$ cat src/rtl/fetch_unit.sv
// fetch_unit: instruction fetch front end.
// Issues one word-aligned request at a time to instruction memory, buffers
// returned words with their addresses in a 2-entry FIFO for decode, and
// handles taken-branch redirects by flushing the buffer and discarding any
// response that belongs to the old instruction stream.
module fetch_unit #(
    parameter logic [31:0] RESET_PC = 32'h0000_0000
) (
    input  logic        clk,
    input  logic        rst_n,

    // instruction memory side
    output logic        imem_req,
    output logic [31:0] imem_addr,
    input  logic        imem_ack,
    input  logic [31:0] imem_rdata,

    // redirect from the PC-update path
    input  logic        redirect_valid,
    input  logic [31:0] redirect_pc,

    // decode side
    output logic        instr_valid,
    output logic [31:0] instr,
    output logic [31:0] instr_pc,
    input  logic        instr_ready
);

    typedef enum logic [1:0] {
        S_IDLE         = 2'd0,
        S_WAIT         = 2'd1,
        S_WAIT_DISCARD = 2'd2
    } state_t;

    state_t      state_q;
    state_t      state_d;

    logic [31:0] fetch_pc_q;
    logic [31:0] fetch_pc_d;
    logic [31:0] addr_q;
    logic [31:0] addr_d;

    // FIFO storage and bookkeeping
    logic [31:0] fifo_instr_q [2];
    logic [31:0] fifo_pc_q    [2];
    logic        rd_ptr_q;
    logic        wr_ptr_q;
    logic [1:0]  count_q;
    logic [1:0]  count_after_pop;

    logic        push;
    logic        pop;

    // Decode-side view of the FIFO head
    assign instr_valid = (count_q != 2'd0);
    assign instr       = fifo_instr_q[rd_ptr_q];
    assign instr_pc    = fifo_pc_q[rd_ptr_q];

    // A redirect wins over a same-cycle consume; popping an empty FIFO is a no-op
    assign pop             = instr_valid && instr_ready && !redirect_valid;
    assign count_after_pop = count_q - {1'b0, pop};

    // The request is held from the issue edge until the ack edge
    assign imem_req  = (state_q != S_IDLE);
    assign imem_addr = addr_q;

    // Fetch state, current fetch PC and held request address
    always_ff @(posedge clk or negedge rst_n) begin
        if (!rst_n) begin
            state_q    <= S_IDLE;
            fetch_pc_q <= RESET_PC;
            addr_q     <= RESET_PC;
        end else begin
            state_q    <= state_d;
            fetch_pc_q <= fetch_pc_d;
            addr_q     <= addr_d;
        end
    end

    // Next-state, request issue, push decision and fetch-PC update
    always_comb begin
        state_d    = state_q;
        fetch_pc_d = fetch_pc_q;
        addr_d     = addr_q;
        push       = 1'b0;

        if (redirect_valid) begin
            fetch_pc_d = {redirect_pc[31:2], 2'b00};
        end

        case (state_q)
            S_IDLE: begin
                // Issue only if the response is guaranteed a free slot;
                // a redirect this cycle defers the issue to the next cycle.
                if (!redirect_valid && (count_after_pop <= 2'd1)) begin
                    addr_d  = fetch_pc_q;
                    state_d = S_WAIT;
                end
            end
            S_WAIT: begin
                if (imem_ack) begin
                    state_d = S_IDLE;
                    if (!redirect_valid) begin
                        push       = 1'b1;
                        fetch_pc_d = addr_q + 32'd4;
                    end
                end else if (redirect_valid) begin
                    state_d = S_WAIT_DISCARD;
                end
            end
            S_WAIT_DISCARD: begin
                // Stale response: drop it, fetch PC already holds the redirect target
                if (imem_ack) begin
                    state_d = S_IDLE;
                end
            end
            default: begin
                state_d = S_IDLE;
            end
        endcase
    end

    // FIFO storage: flush on redirect, otherwise push/pop with count tracking
    always_ff @(posedge clk or negedge rst_n) begin
        if (!rst_n) begin
            for (int unsigned i = 0; i < 2; i++) begin
                fifo_instr_q[i] <= '0;
                fifo_pc_q[i]    <= '0;
            end
            rd_ptr_q <= 1'b0;
            wr_ptr_q <= 1'b0;
            count_q  <= '0;
        end else if (redirect_valid) begin
            rd_ptr_q <= 1'b0;
            wr_ptr_q <= 1'b0;
            count_q  <= '0;
        end else begin
            if (push) begin
                fifo_instr_q[wr_ptr_q] <= imem_rdata;
                fifo_pc_q[wr_ptr_q]    <= addr_q;
                wr_ptr_q               <= ~wr_ptr_q;
            end
            if (pop) begin
                rd_ptr_q <= ~rd_ptr_q;
            end
            case ({push, pop})
                2'b10:   count_q <= count_q + 2'd1;
                2'b01:   count_q <= count_q - 2'd1;
                default: count_q <= count_q;
            endcase
        end
    end

    // Occupancy invariants that the issue rule is expected to guarantee
    a_no_overflow: assert property (@(posedge clk) disable iff (!rst_n)
        !(push && !pop && (count_q == 2'd2)));
    a_count_range: assert property (@(posedge clk) disable iff (!rst_n)
        count_q != 2'd3);

endmodule

$ cat config.mk
export PLATFORM = sky130hd
export DESIGN_NAME = fetch_unit
export DESIGN_NICKNAME = d
export VERILOG_FILES = /design/src/rtl/fetch_unit.sv
export SDC_FILE = /design/constraint.sdc
export NUM_CORES = 1
export LEC_CHECK = 0
export BUFFER_PORTS_ARGS = -buffer_cell sky130_fd_sc_hd__buf_4
export CAP_MARGIN = 0
export CORE_UTILIZATION = 62
export CTS_BUF_LIST = sky130_fd_sc_hd__clkbuf_4
export CTS_CLUSTER_DIAMETER = 50
export DETAILED_ROUTE_END_ITERATION = 12
export PLACE_DENSITY = 0.95
export REMOVE_ABC_BUFFERS = 1
export SLEW_MARGIN = 20
export SYNTH_ARGS = -nofsm -noshare
export SYNTH_HDL_FRONTEND = slang
export SYNTH_SLANG_ARGS = --single-unit
$ cat constraint.sdc
create_clock -name clk -period 5.5 [get_ports clk]
set_clock_uncertainty 0.1 [all_clocks]
set_input_delay 1.1 -clock clk [delete_from_list [all_inputs] [get_ports clk]]
set_output_delay 1.1 -clock clk [all_outputs]
set_load 0.05 [all_outputs]
Word-level counts from Yosys, hierarchy flattened
Cells that the tools add are included.

storage, ports and cells
  register bits = 198
  bits in latches = 0
  RAM bits = 0
  bits in read-only memories = 0
  input bits = 69
  output and inout bits = 98
  logic and storage cells = 72
  memories kept = 0

operators by class
  add/subtract/negate cells = 4
  multiply operators = 0
  divide/modulo/power cells = 0
  $lt $le $gt $ge = 4
  equal/unequal tests = 7
  shift operators = 0
  multiplexer cells = 28
  bitwise operators = 5
  reduce and logical (&&, ||, !) cells = 14

operators by type and width
  cell                                                                   count
  32-bit 2-to-1 mux                                                      11
  64-bit bitwise mux                                                     2
  32-bit by 3-bit adder with 32-bit output, second input constant        1
  32-bit demux with 1-bit select                                         1
  2-bit 2-to-1 mux                                                       5
  2-bit nonzero test                                                     4
  1-bit 2-to-1 mux                                                       7
  2-bit case mux with 3 select lines                                     1
  2-bit by 1-bit == test with 1-bit output, second input constant        2
  2-bit == test, second input constant                                   2
  2-bit greater-or-equal comparator, second input constant               2
  1-bit logical AND                                                      4
  2-bit != test, second input constant                                   2
  1-bit inverter with 2-bit output                                       2
  2-bit case mux with 2 select lines                                     1
  2-bit AND reduction                                                    2
  3-bit != test, second input constant                                   1
  1-bit inverter                                                         3
  3-bit AND reduction                                                    1
  3-bit nonzero test                                                     1
  2-bit by 1-bit adder with 2-bit output, second input constant          1
  2-bit by 1-bit <= comparator with 1-bit output, second input constant  1
  2-bit logical NOT                                                      1
  2-bit by 1-bit < comparator with 1-bit output, second input constant   1
  other kinds (3)                                                        3

Depth between registers and ports, before layout
Gate-level depths: netlist of the first run.

  word-level depth = 8
  gate-level depth with buffers = 9
  depth with buffers taken out = 7

Worst setup path before layout of the first run
No wires, ideal clock.

  kind = in2reg
  start = input redirect_valid
  end = register addr_q[9] (netlist: imem_addr[9])
  library setup time = 125 ps
  arrival = 2926 ps
  required time = 5275 ps
  setup slack = 2349 ps
  cell stages on the path = 9
  path buffers = 4
  cells stage by stage = clkbuf_1 > clkbuf_1 > nor2_1 > ha_1 > xor2_1 > or3_1 > clkbuf_1 > buf_2 > mux2_2

on the way
  cells in the longest elaborated chain, start to end = 6

ends and longest elaborated chain
  what                                            line  source
  from (decl)                                     19    input logic redirect_valid,
  1-bit logical NOT (*)                           -
  1-bit logical AND                               60    assign pop = instr_valid && instr_ready && !redirect_valid;
  2-bit by 1-bit subtractor with 2-bit output     61    assign count_after_pop = count_q - {1'b0, pop};
  2-bit by 1-bit <= comparator with 1-bit output  95    if (!redirect_valid && (count_after_pop <= 2'd1)) begin
  1-bit logical AND (*)                           95
  2-bit AND reduction (no source line) (*)        -
  to (signal assigned)                            76    addr_q <= addr_d;
  to (decl)                                       40    logic [31:0] addr_q;

Every way passes the cells marked *; elsewhere a longest branch is shown, timed or not.
A chain may end at the register's enable or synchronous reset.

Final worst setup path of the first run
  start = register rd_ptr_q
  end = output instr_pc[24]

on the way
  cells in the longest elaborated chain, start to end = 4

ends and longest elaborated chain
  what                                                    line  source
  from (decl)                                             46    logic rd_ptr_q;
  from (signal assigned)                                  144   rd_ptr_q <= ~rd_ptr_q;
  1-bit inverter with 2-bit output (implied by the code)  57    assign instr_pc = fifo_pc_q[rd_ptr_q];
  32-bit 2-to-1 mux (implied by the code) (3 in a row)    57
  to (decl)                                               25    output logic [31:0] instr_pc,

No other way between the ends. The select of a mux whose other input is x is not followed.

==> results by group, run 1 <==
Status
  • Run status: finished, final reports clean

Route
  • ANT nets after route: 0
  • Detailed Route Iter0 Violations: approximately 330
  • Top routing layer in use: met4
  • DR WL met3: 1330 um
  • WL met2: 9420 um
  • DR vias/cell: 5.90
  • WL/cell: roughly 19 um
  • Final wirelength: 19600 um
  • Met1 wire length: 8400 um
  • DRC violations left: 0
  • Routed via count: 6106
  • Drt first pass iters: 5

Worst setup path
  • Reg-to-Reg Start: state_q[1]$_DFFE_PN0P_
  • CP required: 4.30 ns
  • Critical Path AT: 2.69 ns
  • Worst Setup Path Type: reg2out
  • Crit start category: flop
  • Crit Path Max Fanout: 37
  • Setup crit end kind: output pin
  • Crit path launch: rd_ptr_q$_DFFE_PN0P_

Synth
  • Synth Flop Type: dfrtp_1
  • EDFF count, synth: 0
  • Yosys warnings: 0
  • Post-synth cell types: 47
  • Sequential fraction of the synthesis area: 0.546
  • Ys async rst share: 1.00
  • Yosys reg bits: roughly 200
  • Syn_area_per_cell: roughly 13 um^2
  • Mapped Cells: 700
  • Mapped Area: roughly 9000 um^2

Pwr
  • Pwr per Cell Area: approximately 560 nW/um^2
  • P_leak: ~4.9 nW
  • VDD IR max: 0.382 mV
  • Total Power: 5.91 mW

Global route
  • GRT Residual Overflow: 0
  • Total GRT Usage: 0.271
  • Largest net degree at the start of global routing: 105
  • Initial antenna violation count: 0
  • Vias in the first global route: 6358
  • Global-route wire length before repair: 31300 um

Clock network
  • Post-cts resize count: 0
  • Hold_buf cts: 0
  • Clock-pin slew on the worst setup and hold paths: around 0.13 ns
  • TritonCTS clock tree: yes
  • Clk buf depth: 2
  • # H-tree levels: 4
  • # clock sinks: 198
  • Root Driver: clkbuf_4
  • Num CTS Buffers: 17
  • Skew-Pair Late Insertion Delay: around 0.58 ns
  • Setup Fix Bufs, Post-CTS: 0

STA
  • Unrepaired setup endpoints after global routing: no
  • Fin crit share: 0.707
  • Fmax: 0.257 GHz
  • Min Tclk post-route: 3.89 ns
  • Worst slew pin tran: 0.973 ns
  • Slew Limit Fails: 0
  • # setup viols final: 0
  • Final hold violations: 0
  • Hold WS: 0.410 ns
  • Slew margin rel.: 0.351
  • Final TNS setup: 0 ns

Final layout
  • ANT cells: 0
  • Ratio of cells with drive above 1 in the final layout: 0.502
  • Most frequent cells in the layout: mux2_2 (218), dfrtp_1 (197), buf_4 (167)
  • Final nets: 913
  • Commonest non-fill, non-tap cell in the layout: mux2_2
  • Design Area, Final: 10600 um^2
  • Fill cells: around 850
  • Area grow syn2layout: 17.2%

Floorplanning
  • Core Region: about 14000 um^2
  • I/O pins: 167
  • Die area: ~15000 um^2
  • Die height: about 120 um
  • Initial Utilization: 0.644
  • Num rows: 43
  • Die X-Extent: 123 um

Min path
  • Min-delay src: fifo_pc_q[36]$_DFFE_PN0P_
  • HP Class: reg2reg

Placement
  • Post-DP HPWL: 13000 um
  • Post-DP Area: between 10000 and 15000 um^2
  • Placer Congestion: 0.774
  • IO Port Bufs: ~160

Run
  • Max cap viols: 0
## report_power, final
part           total, mW  switching, mW  internal (mW)  leakage [nW]
combinational       2.79           1.70           1.08          2.27
sequential          2.39          0.426           1.96          2.50
clock              0.737          0.461          0.276         0.146
total               5.91           2.59           3.32          4.91
## worst paths after layout
kind / end / slack (ns) / depth (start not counted)
setup / recovery: instr_pc[24] / 1.61 / 3
hold / removal: fifo_pc_q[36]$_DFFE_PN0P_ / 0.41 / 1
setup reg to reg: fifo_instr_q[39]$_DFFE_PN0P_ / 2.28 / 5
hold reg to reg: fifo_pc_q[36]$_DFFE_PN0P_ / 0.41 / 1
max in group asynchronous: fifo_pc_q[7]$_DFFE_PN0P_ / 3.79 / 2
min in group asynchronous: fifo_instr_q[56]$_DFFE_PN0P_ / 0.46 / 1
## worst max-delay path, cell delays in order, from the launching register on
cell	delay (ns)
dfrtp_2	0.92
buf_4	0.59
mux2_2	0.42
buf_4	0.19
## per-stage QoR
stage,worst slack (ns),instances,utilization
2_1_floorplan,1.73,654,-
3_3_place_gp,1.43,1003,0.736
3_5_place_dp,1.35,1003,0.736
4_1_cts,1.56,1035,0.754
5_1_grt,1.51,1035,0.754
6_report,1.61,1035,0.754
## area by class of cell
cell class,count,area [um^2],area share
sequential,198,4960,0.466
multi-input combinational,452,3890,0.366
timing repair buffer,169,1290,0.121
tap,180,225,0.0212
clock buffer,20,150,0.0141
clock inverter,12,111,0.0105
inverter,4,15.0,0.00141
## sequential cells by signal (all words and copies together) (netlist names)
signal / flops
count_q: 2
fetch_pc_q: 32
fifo_instr_q: 64
fifo_pc_q: 64
imem_addr: 32
rd_ptr_q: 1
state_q: 2
wr_ptr_q: 1
## cell families after synthesis
logic type               Yosys count  share of synthesized area
AND/OR/NAND/NOR                  132                     0.0765
AO/OA/AOI/OAI                     62                     0.0397
multiplexers                     226                      0.280
flip-flops                       198                      0.546
XOR/XNOR                          30                     0.0290
adder cells (fa/ha/maj)            2                    0.00276
buffers and inverters             50                     0.0261
## per-layer routing
metal,GRT usage,vias to the layer above
li1,-,2766
met5,0,-
met2,0.438,221
met3,0.0604,46
met4,0.113,0
met1,0.354,3073
## cell usage after synthesis (all sizes together), types with 4 or more instances
library cell / n / share of area
o221ai: 6 / 0.0058
nor4: 9 / 0.0083
clkbuf: 20 / 0.0088
mux2i: 5 / 0.0055
o21ai: 25 / 0.014
nand2: 48 / 0.020
nor2: 28 / 0.012
xnor2: 22 / 0.021
inv: 4 / 0.0017
buf: 26 / 0.016
nor3: 7 / 0.0039
and4: 4 / 0.0039
nand4: 6 / 0.0058
mux2: 221 / 0.27
xor2: 8 / 0.0077
nand3: 13 / 0.0097
a21oi: 22 / 0.012
dfrtp: 198 / 0.55
No activity file was read; power rests on OpenSTA's default activity.
==> run 2, diff against run 1 <==
Settings changed: ABC_AREA set to 1, CORE_UTILIZATION 62 to 53, PLACE_DENSITY 0.95 to 0.86.
Clock period 5.5 ns to 3.35 ns, I/O delays scaled along.
==> run 2 against run 1 <==
Cell area grew 4.3%; synthesized cell count rose by 68%; utilization fell by 12 points; clock power rose by 59%; worst hold slack lost 0.23 ns; global-route usage down 1.4 points; routed wire length up 15%; register-to-register slack worse by 1.3 ns; die area is 22% higher; largest cell class unchanged; largest power group unchanged; highest routed layer unchanged.
==> results by group, run 2 <==
Route
  • Routed via count: 8090 (+32%)
  • ANT nets after route: 0 (unchanged)
  • Detailed Route Iter0 Violations: 597 (+83%)
  • DRC violations left: 0 (unchanged)
  • Final wirelength: 22500 um (+15%)
  • WL/cell: 14.5 um (-23%)
  • Drt first pass iters: 5 (unchanged)
  • DR vias/cell: 5.22 (-11%)

Synth
  • Synth top cells by count: nand2_1 (461), dfrtp_1 (198), inv_1 (106)
  • Mapped Area: 9460 um^2 (+4.2%)
  • Area leader, netlist: dfrtp_1
  • Ys async rst share: 1.00 (unchanged)
  • Yosys reg bits: 198 (unchanged)
  • Yosys warnings: 0 (unchanged)
  • EDFF count, synth: 0 (unchanged)
  • Mapped Cells: 1173 (+68%)
  • Post-synth cell types: 34 (-28%)
  • Syn_area_per_cell: 8.06 um^2 (-38%)
  • Sequential fraction of the synthesis area: 0.524 (-0.0222)
  • Post-synth top area share: 0.524 (-0.0222)
  • Synth top area cells: dfrtp_1 (52%), nand2_1 (18%), o21ai_2 (5.6%)
  • Count leader, synth: nand2_1
  • Synth Flop Type: dfrtp_1

Final layout
  • Commonest non-fill, non-tap cell in the layout: nand2_1
  • Biggest regs: fifo_instr_q x64, fifo_pc_q x64
  • Core Util, Final: 0.639 (-0.116)
  • Most frequent cells in the layout: nand2_1 (460), dfrtp_1 (197), buf_4 (169)
  • Area grow syn2layout: 17.3% (about the same)
  • Final nets: 1382 (+51%)
  • Ratio of cells with drive above 1 in the final layout: 0.210 (-0.292)
  • ANT cells: 0 (unchanged)
  • Final non-filler cell total: 1549 (+50%)

STA
  • Unrepaired setup endpoints after global routing: no
  • Worst slew pin tran: 0.780 ns (-0.193 ns)
  • # setup viols final: 0 (unchanged)
  • Fmax: approximately 0.35 GHz
  • Final hold violations: 0 (unchanged)
  • Slew margin rel.: 0.480 (+0.128)
  • Fin crit share: 0.851
  • Slew Limit Fails: 0 (unchanged)
  • Min Tclk post-route: 2.85 ns

Global route
  • Initial antenna violation count: 0 (unchanged)
  • Total GRT Usage: 0.257 (-0.0143)
  • GRT Residual Overflow: 0 (unchanged)
  • Vias in the first global route: 7430 (+17%)
  • Global-route wire length before repair: 36600 um (+17%)
  • Largest net degree at the start of global routing: 77 (-27%)

Clock network
  • Clk buf depth: 2 (unchanged)
  • Hold_buf cts: 1 (+1)
  • # H-tree levels: 4 (unchanged)
  • Setup Fix Bufs, Post-CTS: 0 (unchanged)
  • Num CTS Buffers: 17 (unchanged)
  • # clock sinks: 198 (unchanged)
  • Root Driver: clkbuf_4
  • Clock-pin slew on the worst setup and hold paths: 0.17 ns (+0.04 ns)
  • Post-cts resize count: 0 (unchanged)
  • TritonCTS clock tree: yes
  • Skew-Pair Late Insertion Delay: 0.59 ns (about the same)

Worst setup path
  • Crit start category: flop
  • CP required: 2.58 ns (-1.72 ns)
  • Worst Setup Path Type: reg2out
  • Setup crit end kind: output pin
  • Critical Path AT: 2.08 ns (-0.61 ns)
  • CP endpoint: instr_pc[9]
  • Crit-path slowest cell: buf_4
  • R2R Setup Slk: 0.98 ns (-1.30 ns)
  • CP cell instances: buf_4 -> nand2_1 -> nand2_1 -> buf_4
  • Cells on worst reg2reg path: 7 (+2)
  • Slowest cell delay on critical path: 0.56 ns (-0.36 ns)
  • Reg-to-Reg Start: state_q[1]$_DFFE_PN0P_
  • R2r endpoint: fifo_pc_q[23]$_DFFE_PN0P_
  • Crit Path Max Fanout: 64 (+73%)
  • Crit path launch: rd_ptr_q$_DFFE_PN0P_

Placement
  • Placed Instances: 1516 (+51%)
  • IO Port Bufs: 164 (unchanged)
  • Post-DP HPWL: 15500 um (+19%)
  • Placer Congestion: 0.883 (+14%)

Floorplanning
  • Die height: 136 um (+10%)
  • Core Region: 17400 um^2 (+23%)
  • Num rows: 48 (+12%)
  • Die X-Extent: 136 um (+10%)
  • Die area: 18400 um^2 (+22%)
  • I/O pins: 167 (unchanged)
  • Initial Utilization: 0.545 (-0.0988)

Run
  • Max cap viols: 0 (unchanged)

Status
  • Run status: finished, final reports clean

Pwr
  • P_leak: 5.76 nW (+17%)
  • VDD IR max: 0.615 mV (+61%)
  • Pwr per Cell Area: 978 nW/um^2 (+76%)

Min path
  • HP Class: in2reg
==> run 2: cell count changes after synthesis, sizes merged, moves of 6 or more <==
cell and delta:
nor4 -9, xnor2 -20, clkbuf +8, mux2 -221, nand3 +10, o22ai +9
inv +103, o21ai +142, a21oi +15, nor2 +43, nor3 -6, nand2 +416
==> run 2: power by group <==
group / leakage, nW / internal (mW) / switching [mW]
registers: 2.51 / 3.30 / 0.669
logic: 3.11 / 1.69 / 4.01
clock network: 0.136 / 0.315 / 0.856
total: 5.76 / 5.30 / 5.54
==> run 2: worst max-delay path: cells and delay by family (launching register included) <==
family	cells	cell delay [ns]
buffers and inverters	2	0.76
DFF	1	0.40
and+or+nand+nor	2	0.23
==> run 2: how the worst min path moves through the flow <==
| stage | slack [ns] | depth (start not counted) | end | start |
|---|---|---|---|---|
| 3_3_place_gp | 0.36 | 2 | fifo_instr_q[21]$_DFFE_PN0P_ | fifo_instr_q[21]$_DFFE_PN0P_ |
| 4_1_cts | 0.15 | 3 | fetch_pc_q[4]$_DFF_PN0_ | redirect_pc[4] |
| 6_report | 0.18 | 3 | fetch_pc_q[4]$_DFF_PN0_ | redirect_pc[4] |
| 2_1_floorplan | 0.27 | 0 | count_q[0]$_DFFE_PN0P_ | rst_n |
| 5_1_grt | 0.14 | 3 | fetch_pc_q[4]$_DFF_PN0_ | redirect_pc[4] |
| 3_5_place_dp | 0.37 | 2 | fifo_instr_q[19]$_DFFE_PN0P_ | fifo_instr_q[19]$_DFFE_PN0P_ |
==> run 2: stage by stage <==
stage          setup WS, ns  power [mW]  area (um^2)  hold slack (ns)  setup TNS (ns)
6_report              0.499        10.8        11100            0.183               0
5_1_grt               0.338        11.6        11100            0.135               0
4_1_cts               0.475        10.9        11100            0.151               0
3_5_place_dp          0.719        9.74        10800            0.368               0
3_3_place_gp          0.770        9.60        10800            0.364               0
2_1_floorplan        -0.152        7.91         9120            0.274           -9.70
==> run 2: area by class of cell <==
type	instances	area, um^2
flip-flops and latches	198	4960
repair buffers	177	1410
well taps	225	282
multi-input cells	810	3790
clock buffers	17	128
clock inverters	15	119
inverters	107	402
fillers	1481	6270
==> run 2: logic make-up (layout without fill, tap and decap cells) <==
logic type      Yosys count  count (layout)  share of synthesized area
compound gates          235             235                      0.155
xor+xnor                 10              10                    0.00926
fa+ha+maj                 2               2                    0.00265
buf+inv                 165             316                     0.0779
flops                   198             198                      0.524
simple gates            563             563                      0.231
==> run 2: layer usage <==
metal / up-vias / track usage / share of wire
li1: 3979 / - / -
met1: 3781 / 0.344 / 0.44
met2: 291 / 0.406 / 0.48
met3: 39 / 0.0509 / 0.063
met4: 0 / 0.108 / 0.025
met5: - / 0 / 0
